<file path="src/rtl/audio_pkg.sv">
// audio_post shared types and helpers.
// Sample type, width constant and the 16-bit saturator.
package audio_pkg;

  localparam int AUDIO_W = 16;

  typedef logic signed [AUDIO_W-1:0] audio_sample_t;

  typedef struct packed {
    audio_sample_t val;
    logic          ovf;
  } sat_t;

  // Clip a sign-extended value to the 16-bit range and flag overflow.
  function automatic sat_t sat16(input logic signed [31:0] x);
    sat_t r;
    r.val = x[AUDIO_W-1:0];
    r.ovf = 1'b0;
    if (x > 32'sd32767) begin
      r.val = 16'sh7fff;
      r.ovf = 1'b1;
    end else if (x < -32'sd32768) begin
      r.val = 16'sh8000;
      r.ovf = 1'b1;
    end
    return r;
  endfunction

endpackage

</file>
<file path="src/rtl/audio_post_if.sv">
// audio_post bus: sample input, controls and output pair.
// master drives sound and controls, slave is the audio_post block.
interface audio_post_if;
  import audio_pkg::*;

  logic          ce_in;
  audio_sample_t sound_in;
  logic [3:0]    volume;
  logic          mute;
  logic          dc_en;
  logic          clip_clr;
  audio_sample_t audio_l;
  audio_sample_t audio_r;
  logic          sample_valid;
  logic          clip;

  modport master (
    output ce_in, sound_in, volume,
    output mute, dc_en, clip_clr,
    input  audio_l, audio_r,
    input  sample_valid, clip
  );

  modport slave (
    input  ce_in, sound_in, volume,
    input  mute, dc_en, clip_clr,
    output audio_l, audio_r,
    output sample_valid, clip
  );
endinterface

</file>
<file path="src/rtl/audio_dc_blocker.sv">
// First-order IIR DC blocker stage.
// Output is 17 bits so a large step is kept for the saturator.
module audio_dc_blocker
  import audio_pkg::*;
#(
  parameter int DC_SHIFT = 10
) (
  input  logic                      clk,
  input  logic                      reset,
  input  logic                      in_valid,
  input  audio_sample_t             in_sample,
  input  logic                      dc_en,
  output logic                      out_valid,
  output logic signed [AUDIO_W:0]   out_sample
);

  localparam int ACC_W = AUDIO_W + DC_SHIFT + 1;

  logic signed [ACC_W-1:0]   r_dc_acc;
  logic signed [AUDIO_W:0]   w_est;
  logic signed [AUDIO_W:0]   w_x;
  logic signed [AUDIO_W:0]   w_y;
  logic signed [ACC_W-1:0]   w_y_ext;

  assign w_est   = (AUDIO_W+1)'(r_dc_acc >>> DC_SHIFT);
  assign w_x     = {in_sample[AUDIO_W-1], in_sample};
  assign w_y     = w_x - w_est;
  assign w_y_ext = {{(ACC_W-AUDIO_W-1){w_y[AUDIO_W]}}, w_y};

  // Subtract the running DC estimate and fold the residue back in.
  always_ff @(posedge clk or posedge reset) begin
    if (reset) begin
      r_dc_acc   <= '0;
      out_valid  <= 1'b0;
      out_sample <= '0;
    end else begin
      out_valid <= in_valid;
      if (in_valid) begin
        if (dc_en) begin
          out_sample <= w_y;
          r_dc_acc   <= r_dc_acc + w_y_ext;
        end else begin
          out_sample <= w_x;
        end
      end
    end
  end

endmodule

</file>
<file path="src/rtl/audio_post.sv">
// Audio post-processing: boxcar decimator, DC blocker,
// volume/mute, 16-bit saturation and sticky clip flag.
module audio_post
  import audio_pkg::*;
#(
  parameter int DECIM_LOG2 = 4,
  parameter int DC_SHIFT   = 10
) (
  input logic         clk,
  input logic         reset,
  audio_post_if.slave bus
);

  localparam int ACC_W = AUDIO_W + DECIM_LOG2;

  logic                    r_ce;
  audio_sample_t           r_snd;
  logic [DECIM_LOG2-1:0]   r_cnt;
  logic signed [ACC_W-1:0] r_acc;
  logic                    r_s1_valid;
  audio_sample_t           r_s1;
  audio_sample_t           r_audio;
  logic                    r_valid;
  logic                    r_clip;

  logic signed [ACC_W-1:0] w_sum;
  audio_sample_t           w_avg;
  logic                    w_s2_valid;
  logic signed [AUDIO_W:0] w_s2;
  logic signed [AUDIO_W:0] w_z;
  logic signed [31:0]      w_z32;
  sat_t                    w_sat;

  assign w_sum = r_acc + {{DECIM_LOG2{r_snd[AUDIO_W-1]}}, r_snd};
  assign w_avg = AUDIO_W'(w_sum >>> DECIM_LOG2);

  // Register the tick strobe and sample at the block boundary.
  always_ff @(posedge clk or posedge reset) begin
    if (reset) begin
      r_ce  <= 1'b0;
      r_snd <= '0;
    end else begin
      r_ce  <= bus.ce_in;
      r_snd <= bus.sound_in;
    end
  end

  // Accumulate one window and emit its floor average.
  always_ff @(posedge clk or posedge reset) begin
    if (reset) begin
      r_cnt      <= '0;
      r_acc      <= '0;
      r_s1_valid <= 1'b0;
      r_s1       <= '0;
    end else begin
      r_s1_valid <= 1'b0;
      if (r_ce) begin
        r_cnt <= r_cnt + 1'b1;
        if (&r_cnt) begin
          r_acc      <= '0;
          r_s1       <= w_avg;
          r_s1_valid <= 1'b1;
        end else begin
          r_acc <= w_sum;
        end
      end
    end
  end

  audio_dc_blocker #(
    .DC_SHIFT (DC_SHIFT)
  ) u_dc (
    .clk        (clk),
    .reset      (reset),
    .in_valid   (r_s1_valid),
    .in_sample  (r_s1),
    .dc_en      (bus.dc_en),
    .out_valid  (w_s2_valid),
    .out_sample (w_s2)
  );

  assign w_z   = w_s2 >>> bus.volume;
  assign w_z32 = {{(32-AUDIO_W-1){w_z[AUDIO_W]}}, w_z};
  assign w_sat = sat16(w_z32);

  // Attenuate, saturate, mute and publish the sample pair.
  always_ff @(posedge clk or posedge reset) begin
    if (reset) begin
      r_audio <= '0;
      r_valid <= 1'b0;
      r_clip  <= 1'b0;
    end else begin
      r_valid <= w_s2_valid;
      if (w_s2_valid) begin
        r_audio <= bus.mute ? '0 : w_sat.val;
      end
      if (w_s2_valid && !bus.mute && w_sat.ovf) begin
        r_clip <= 1'b1;
      end else if (bus.clip_clr) begin
        r_clip <= 1'b0;
      end
    end
  end

  assign bus.audio_l      = r_audio;
  assign bus.audio_r      = r_audio;
  assign bus.sample_valid = r_valid;
  assign bus.clip         = r_clip;

endmodule

</file>
<file path="src/flat_wrapper.sv">
// flat-port wrapper written by rule: the top's interface ports become plain ports
module audio_post_flat import audio_pkg::*;
#(
  parameter int DECIM_LOG2 = 4,
  parameter int DC_SHIFT   = 10
)
  (clk, reset, bus_ce_in, bus_sound_in, bus_volume, bus_mute, bus_dc_en, bus_clip_clr, bus_audio_l, bus_audio_r, bus_sample_valid, bus_clip);
  audio_post_if bus_i ();
  input logic clk;
  input logic reset;
  input wire logic [$bits(bus_i.ce_in)-1:0] bus_ce_in;
  input wire logic [$bits(bus_i.sound_in)-1:0] bus_sound_in;
  input wire logic [$bits(bus_i.volume)-1:0] bus_volume;
  input wire logic [$bits(bus_i.mute)-1:0] bus_mute;
  input wire logic [$bits(bus_i.dc_en)-1:0] bus_dc_en;
  input wire logic [$bits(bus_i.clip_clr)-1:0] bus_clip_clr;
  output wire logic [$bits(bus_i.audio_l)-1:0] bus_audio_l;
  output wire logic [$bits(bus_i.audio_r)-1:0] bus_audio_r;
  output wire logic [$bits(bus_i.sample_valid)-1:0] bus_sample_valid;
  output wire logic [$bits(bus_i.clip)-1:0] bus_clip;
  assign bus_i.ce_in = bus_ce_in;
  assign bus_i.sound_in = bus_sound_in;
  assign bus_i.volume = bus_volume;
  assign bus_i.mute = bus_mute;
  assign bus_i.dc_en = bus_dc_en;
  assign bus_i.clip_clr = bus_clip_clr;
  assign bus_audio_l = bus_i.audio_l;
  assign bus_audio_r = bus_i.audio_r;
  assign bus_sample_valid = bus_i.sample_valid;
  assign bus_clip = bus_i.clip;
  audio_post #(.DECIM_LOG2(DECIM_LOG2), .DC_SHIFT(DC_SHIFT)) u_core (.clk(clk), .reset(reset), .bus(bus_i));
endmodule
</file>
<file path="config.mk">
export PLATFORM = sky130hd
export DESIGN_NAME = audio_post_flat
export DESIGN_NICKNAME = d
export VERILOG_FILES = /design/src/rtl/audio_pkg.sv /design/src/rtl/audio_post_if.sv /design/src/rtl/audio_dc_blocker.sv /design/src/rtl/audio_post.sv /design/src/flat_wrapper.sv
export SDC_FILE = /design/constraint.sdc
export NUM_CORES = 1
export LEC_CHECK = 0
export CORE_MARGIN = 2
export CORE_UTILIZATION = 60
export CTS_BUF_LIST = sky130_fd_sc_hd__clkbuf_8 sky130_fd_sc_hd__clkbuf_16
export CTS_CLUSTER_DIAMETER = 120
export CTS_CLUSTER_SIZE = 20
export DETAILED_ROUTE_END_ITERATION = 8
export PLACE_DENSITY_LB_ADDON = 0.05
export SKIP_LAST_GASP = 1
export SLEW_MARGIN = 25
export SYNTH_ARGS = -nofsm -noshare
export SYNTH_HDL_FRONTEND = slang
export SYNTH_HIERARCHICAL = 1
export SYNTH_SLANG_ARGS = --single-unit
</file>
<file path="constraint.sdc">
create_clock -name clk -period 4.6 [get_ports clk]
set_input_delay 0.69 -clock clk [delete_from_list [all_inputs] [get_ports clk]]
set_output_delay 0.69 -clock clk [all_outputs]
set_load 0.02 [all_outputs]
</file>
==> results of run 1 <==
[final cells by class]
type	instances	area (µm²)
clock buffer	17	425
clock inverter	15	225
fill	1062	4110
inverter	55	206
multi-input combinational	696	4910
sequential	121	3030
tap	180	225
timing repair buffer	66	643
[critical path: stages (launching register included)]
cell and delay (ps):
dfrtp_1 380, inv_1 60, ha_1 230, fa_1 410
nor2b_1 180, o31a_1 190, a41o_1 270, a311oi_1 150
xnor2_1 230, buf_4 250, ha_1 390, a2111oi_1 530
o21ai_0 170, a22o_1 230, a31oi_1 280, xor2_1 180
o21ai_0 90
[flip-flops by register name, indices dropped and copies added (netlist names)]
| signal | cells |
|---|---|
| u_core/u_dc/r_dc_acc | 27 |
| u_core/r_acc | 20 |
| u_core/u_dc/out_sample | 17 |
| u_core/bus.audio_l | 16 |
| u_core/r_s1 | 16 |
| u_core/r_snd | 16 |
| u_core/r_cnt | 4 |
| u_core/bus.clip | 1 |
| u_core/bus.sample_valid | 1 |
| u_core/r_ce | 1 |
| u_core/r_s1_valid | 1 |
| u_core/u_dc/out_valid | 1 |
[cell families (layout without fill, tap and decap cells)]
kind of cell	Yosys count	count (layout)
AND/OR/NAND/NOR	228	228
adder cells (fa/ha/maj)	69	69
flip-flops	121	121
XOR/XNOR	60	60
AO/OA/AOI/OAI	299	299
buffers and inverters	104	153
multiplexers	40	40
[worst max-delay path by stage]
stage	depth (start not counted)	start	to
6_report	16	u_core/r_s1[0]$_DFFE_PP0P_	u_core/u_dc/r_dc_acc[23]$_DFFE_PP0P_
5_1_grt	16	u_core/r_s1[0]$_DFFE_PP0P_	u_core/u_dc/r_dc_acc[23]$_DFFE_PP0P_
4_1_cts	18	u_core/u_dc/r_dc_acc[11]$_DFFE_PP0P_	u_core/u_dc/r_dc_acc[22]$_DFFE_PP0P_
3_5_place_dp	18	u_core/u_dc/r_dc_acc[11]$_DFFE_PP0P_	u_core/u_dc/r_dc_acc[22]$_DFFE_PP0P_
3_3_place_gp	18	u_core/u_dc/r_dc_acc[11]$_DFFE_PP0P_	u_core/u_dc/r_dc_acc[22]$_DFFE_PP0P_
2_1_floorplan	18	u_core/r_s1[0]$_DFFE_PP0P_	u_core/u_dc/r_dc_acc[22]$_DFFE_PP0P_
[cell usage in the layout, fill, tap and decap left out, types with 9 or more instances in the layout]
cell type,Yosys,layout
clkdlybuf4s50_1,0,59
ha_1,66,65
a31oi_1,11,11
clkbuf_16,0,17
dfrtp_1,121,120
o21a_1,10,10
o21ai_0,79,78
mux2i_1,26,26
a21o_1,34,34
nand2_1,109,109
nand3_1,18,18
xor2_1,26,26
mux2_2,9,9
inv_1,53,52
o2bb2ai_1,19,19
nor2_1,51,51
a21oi_1,70,70
xnor2_1,33,33
[metal layers]
| layer | up-vias | GRT usage (%) | part of all wire, % |
|---|---|---|---|
| li1 | 3392 | - | - |
| met1 | 3366 | 39.2 | 46 |
| met2 | 229 | 44.0 | 46 |
| met3 | 45 | 5.11 | 5.1 |
| met4 | 0 | 11.8 | 2.8 |
| met5 | - | 0 | 0 |
[repair_timing]
item | in CTS | in global routing
hold buffers | 0 | 0
endpoints found under the setup margin | 0 | 4
gates resized for setup | 0 | 7
buffers inserted | 0 | 1
[through the flow]
| step | setup WS [ps] | utilization [%] |
|---|---|---|
| finish | 247 | 70.2 |
| global route | -20.5 | 70.2 |
| floorplan | 339 | - |
| global placement | 376 | 65.3 |
| detailed placement | 214 | 65.3 |
| CTS | 214 | 70.0 |
==> results.yml, run 1 <==
route:
  drt_iter0_drc: 714
  num_vias: 7032
  vias_per_cell: 6.11
  wl_per_cell_um: 17.4
  dr.pass1.iters: 5
  drc: 0
  wl_mm: 20.0
  detail-route-antenna-nets: 0
grt:
  grt_pass1_vias: 6723
  grt_pass1_wl_mm: 33.2
  grt_overflow: 0
  grt.total_usage_pct: 28.3
  antenna_found_initial: 0
  grt_max_degree: 52
critical_path:
  cp_max_fo: 13
  arrival_ps: 4640
  crit_type: "reg2reg"
  rrSetupSlack_ps: 250
  worst_r2r_endpoint: "u_core/u_dc/r_dc_acc[23]$_DFFE_PP0P_"
  worst_setup_path_end_kind: "register"
  r2r_start: "u_core/r_s1[0]$_DFFE_PP0P_"
  cp-start-kind: "register"
  ff2ff_path_depth: 16
  worstPathRequired_ps: 4880
timing:
  hold_viol: 0
  relSlewSlack_pct: 32.9
  setup_viol_count_final: 0
  finalSetupTns_ps: 0
  clock-skew-final_ps: 11.4
  tightest_slew_ps: 1000
  min_period_ps: 4350
  period_share_pct: 94.6
  fmax_mhz: 230
  drv_slew: 0
  rsz0062_at_grt: "yes"
  hold_slack_ps: 491
clocking:
  insertion_delay_ps: 430
  root_buffer: "clkbuf_16"
  cts_buffer_depth: 2
  cts_sinks: 121
  h-tree-depth: 4
  cts_tree: "done"
  numCtsBuffers: 17
  clk_pin_slew_ps: 60
final_layout:
  diodes: 0
  drive_gt1_share_pct: 7.73
  synthToLayoutAreaGrowth_pct: 15.2
  final_area_mm2: 0.00966
  fin_nets: 1052
  stdcell_count: 1150
synth:
  synth_edf_count: 0
  ys_ff_latch: 121
  synthTopCellsByArea: "dfrtp_1 (36%), ha_1 (9.8%), nand2_1 (4.9%), o21ai_0 (4.7%), a21oi_1 (4.2%)"
  syn_area_mm2: 0.00839
  synth_top_family_by_area: "compound AO/OA/AOI/OAI gates"
  syn-num-nets: 1016
  synthTopCellsByCount: "dfrtp_1 (121), nand2_1 (109), o21ai_0 (79)"
  ys_types: 72
  synth_fa_ha_area_share_pct: 10.6
  synthMuxAreaShare_pct: 5.65
  yosys_warnings: 6
  synth.most_common_cell: "dfrtp_1"
  synth_seq_area_share_pct: 36.1
  synth-async-reset-ratio_pct: 100
  yosysTopAreaCellShare_pct: 36.1
  synth_compound_area_share_pct: 23.7
  synth_top_cell_by_area: "dfrtp_1"
  yosys.area_share.simple_pct: 12.1
  synth_ff_type: "dfrtp_1"
  syn_inst: 921
  synth-xor-area-share_pct: 6.43
  avgSynthCellArea_um2: 9.11
job:
  max-cap-violations: 0
floorplanning:
  num_rows: 43
  start_util_pct: 60.9
  die_height_um: 122
  fp.dieW_um: 122
  dieArea_mm2: 0.0149
  core-area_mm2: 0.0138
  pin_count: 60
place:
  hpwl_mm: 14.8
  dpl-instance-area_mm2: 0.00900
  place_inst: 1117
  place_congestion: 0.955
  io_buffer_count: 59
hold_path:
  worstHoldStart: "u_core/r_acc[2]$_DFFE_PP0P_"
  holdPathStages: 1
  hold_end: "u_core/r_acc[2]$_DFFE_PP0P_"
  hold_path_class: "reg2reg"
status:
  status: "finished, final reports clean"
Power of run 1 is left out: the tool's default activity adds up to more than one toggle a clock period on the data nets, which glitch-free logic cannot reach.
==> run 2, diff against run 1 <==
--- a/config.mk
+++ b/config.mk
@@ -11,6 +11,7 @@
 export CTS_CLUSTER_DIAMETER = 120
 export CTS_CLUSTER_SIZE = 20
 export DETAILED_ROUTE_END_ITERATION = 8
+export HOLD_SLACK_MARGIN = 0.08
 export PLACE_DENSITY_LB_ADDON = 0.05
 export SKIP_LAST_GASP = 1
 export SLEW_MARGIN = 25
==> results of run 2 <==
Same layout as run 1: the final DEF is identical, and so are final timing and power.
Power of run 2 is left out for the same reason.
==> run 3, diff against run 2 <==
--- a/config.mk
+++ b/config.mk
@@ -6,11 +6,12 @@
 export NUM_CORES = 1
 export LEC_CHECK = 0
 export CORE_MARGIN = 2
-export CORE_UTILIZATION = 60
+export CORE_UTILIZATION = 45
 export CTS_BUF_LIST = sky130_fd_sc_hd__clkbuf_8 sky130_fd_sc_hd__clkbuf_16
 export CTS_CLUSTER_DIAMETER = 120
 export CTS_CLUSTER_SIZE = 20
 export DETAILED_ROUTE_END_ITERATION = 8
+export GPL_TIMING_DRIVEN = 0
 export HOLD_SLACK_MARGIN = 0.08
 export PLACE_DENSITY_LB_ADDON = 0.05
 export SKIP_LAST_GASP = 1
==> run 3 against run 2 <==
Setup slack lost 96 ps. Worst hold slack lost 62 ps. Final cell count grew 8.1%. Sequential share of layout area shrank 0.89 points. Fmax shrank 2.2%. Die area grew 32%. Core utilization shrank 15 points. Flip-flop and latch count is the same. First-iteration DRC count shrank 36%. Global-route usage shrank 6.6 points.
==> results.yml, run 3 (same netlist as run 1, synthesis figures left out) <==
route:
  detail-route-antenna-nets: 0
  drt_iter0_drc: 455
  wl_mm: 20.7
  num_vias: 6914
  dr.pass1.iters: 5
  vias_per_cell: 5.56
  wl_per_cell_um: 16.7
  drc: 0
timing:
  drv_slew: 0
  fmax_mhz: 225
  period_share_pct: 96.7
  relSlewSlack_pct: 53.6
  rsz0062_at_grt: "yes"
  hold_viol: 0
  clock-skew-final_ps: 8.29
  min_period_ps: 4450
  setup_viol_count_final: 0
  tightest_slew_ps: 677
final_layout:
  reg.largest.list: "u_core/u_dc/r_dc_acc: 27 flops, u_core/r_acc: 20 flops, u_core/u_dc/out_sample: 17 flops"
  diodes: 0
  nFillCells: 1692
  largest-register: "u_core/u_dc/r_dc_acc"
  fin_nets: 1096
  final_cell_mix: "dfrtp_1 (120), nand2_1 (109), o21ai_0 (78)"
  largest_reg_flops: 27
  synthToLayoutAreaGrowth_pct: 18.6
  finish.utilization_pct: 54.8
  final_common_cell: "dfrtp_1"
  drive_gt1_share_pct: 10.4
  final_area_mm2: 0.00995
floorplanning:
  start_util_pct: 46.2
  fp.dieW_um: 141
  pin_count: 60
  core-area_mm2: 0.0181
  num_rows: 49
  dieArea_mm2: 0.0197
  die_height_um: 141
clocking:
  numCtsBuffers: 17
  clk_pin_slew_ps: 60
  cts_sinks: 121
  holdBufCountCts: 0
  h-tree-depth: 4
  cts_tree: "done"
  cts_buffer_depth: 2
  insertion_delay_ps: 420
  root_buffer: "clkbuf_16"
critical_path:
  rrSetupSlack_ps: 150
  worstPathRequired_ps: 4900
  worst_setup_path_end_kind: "register"
  cp_max_fo: 5
  crit_type: "reg2reg"
  cp-start-kind: "register"
  arrival_ps: 4750
grt:
  antenna_found_initial: 0
  met2_usage_pct: 33.2
  grt_pass1_vias: 6504
  grt_max_degree: 48
  grt_use_met1_pct: 32.1
  grt_overflow: 0
  grt.total_usage_pct: 21.7
  grt.busiest_layer: "met2"
  grt_pass1_wl_mm: 34.3
  use_met3_pct: 4.17
place:
  place_congestion: 0.881
  hpwl_mm: 15.8
  io_buffer_count: 57
  dpl-instance-area_mm2: 0.00928
job:
  max-cap-violations: 0
hold_path:
  hold_path_class: "reg2reg"
status:
  status: "finished, final reports clean"
run 3: changes by cell type in the layout (fill, tap and decap cells not counted), sizes merged:
cell / delta
clkdlybuf4s50: -2
clkbuf: +27
clkinv: -2
bufinv: -4
buf: +21
clkinvlp: +2
inv: +2
run 3: repair_timing:
item / in CTS / in global routing
resized for setup: 0 / 13
setup buffers: 4 / 3
pin swaps: 1 / 5
setup endpoints to repair: 5 / 5
cloned: 0 / 0
run 3: final cells by class:
type,instances,area [µm²],area share [%]
clock inverter,13,123,1.23
timing repair buffer,65,651,6.54
inverter,55,211,2.13
clock buffer,19,453,4.55
buffer,45,236,2.38
sequential,121,3030,30.5
multi-input combinational,696,4960,49.8
tap,229,287,2.88
run 3: metrics by stage:
step | worst slack (ps) | setup TNS, ps | hold slack [ps] | std cells
5_1_grt | -57.8 | -86.8 | 452 | 1243
4_1_cts | 20.3 | 0 | 440 | 1244
3_3_place_gp | -745 | -3560 | 429 | 1207
6_report | 151 | 0 | 428 | 1243
2_1_floorplan | 339 | 0 | 352 | 921
3_5_place_dp | -297 | -753 | 426 | 1208
run 3: path summary, 6_finish.rpt:
kind                                                  start                                    to  cells after the start
max in group asynchronous                             reset  u_core/u_dc/r_dc_acc[11]$_DFFE_PP0P_                      2
worst min register to register  u_core/r_s1_valid$_DFF_PP0_       u_core/u_dc/out_valid$_DFF_PP0_                      0
worst min-delay path            u_core/r_s1_valid$_DFF_PP0_       u_core/u_dc/out_valid$_DFF_PP0_                      0
worst max-delay path             u_core/r_s1[0]$_DFFE_PP0P_  u_core/u_dc/r_dc_acc[26]$_DFFE_PP0P_                     20
min in group asynchronous                             reset             u_core/r_snd[6]$_DFF_PP0_                      2
worst max register to register   u_core/r_s1[0]$_DFFE_PP0P_  u_core/u_dc/r_dc_acc[26]$_DFFE_PP0P_                     20
run 3: critical path, cell delays in order (launching register included):
cell and delay, ps:
dfrtp_1 430, inv_1 70, ha_1 230, fa_1 420
nor2b_2 140, o31a_1 220, a41o_1 270, buf_4 150
a311oi_1 110, xnor2_2 160, buf_4 170, buf_4 160
ha_1 300, a21oi_1 290, o311ai_1 180, nor4_1 300
o41ai_1 140, a21oi_1 200, xor2_1 160, nor2_1 60
xor2_1 160
run 3: metal layers:
layer	vias up	wire, µm
met5	-	0
met4	0	170
met3	13	631
met2	113	9170
met1	3312	10800
li1	3476	-
Power of run 3 is left out for the same reason.
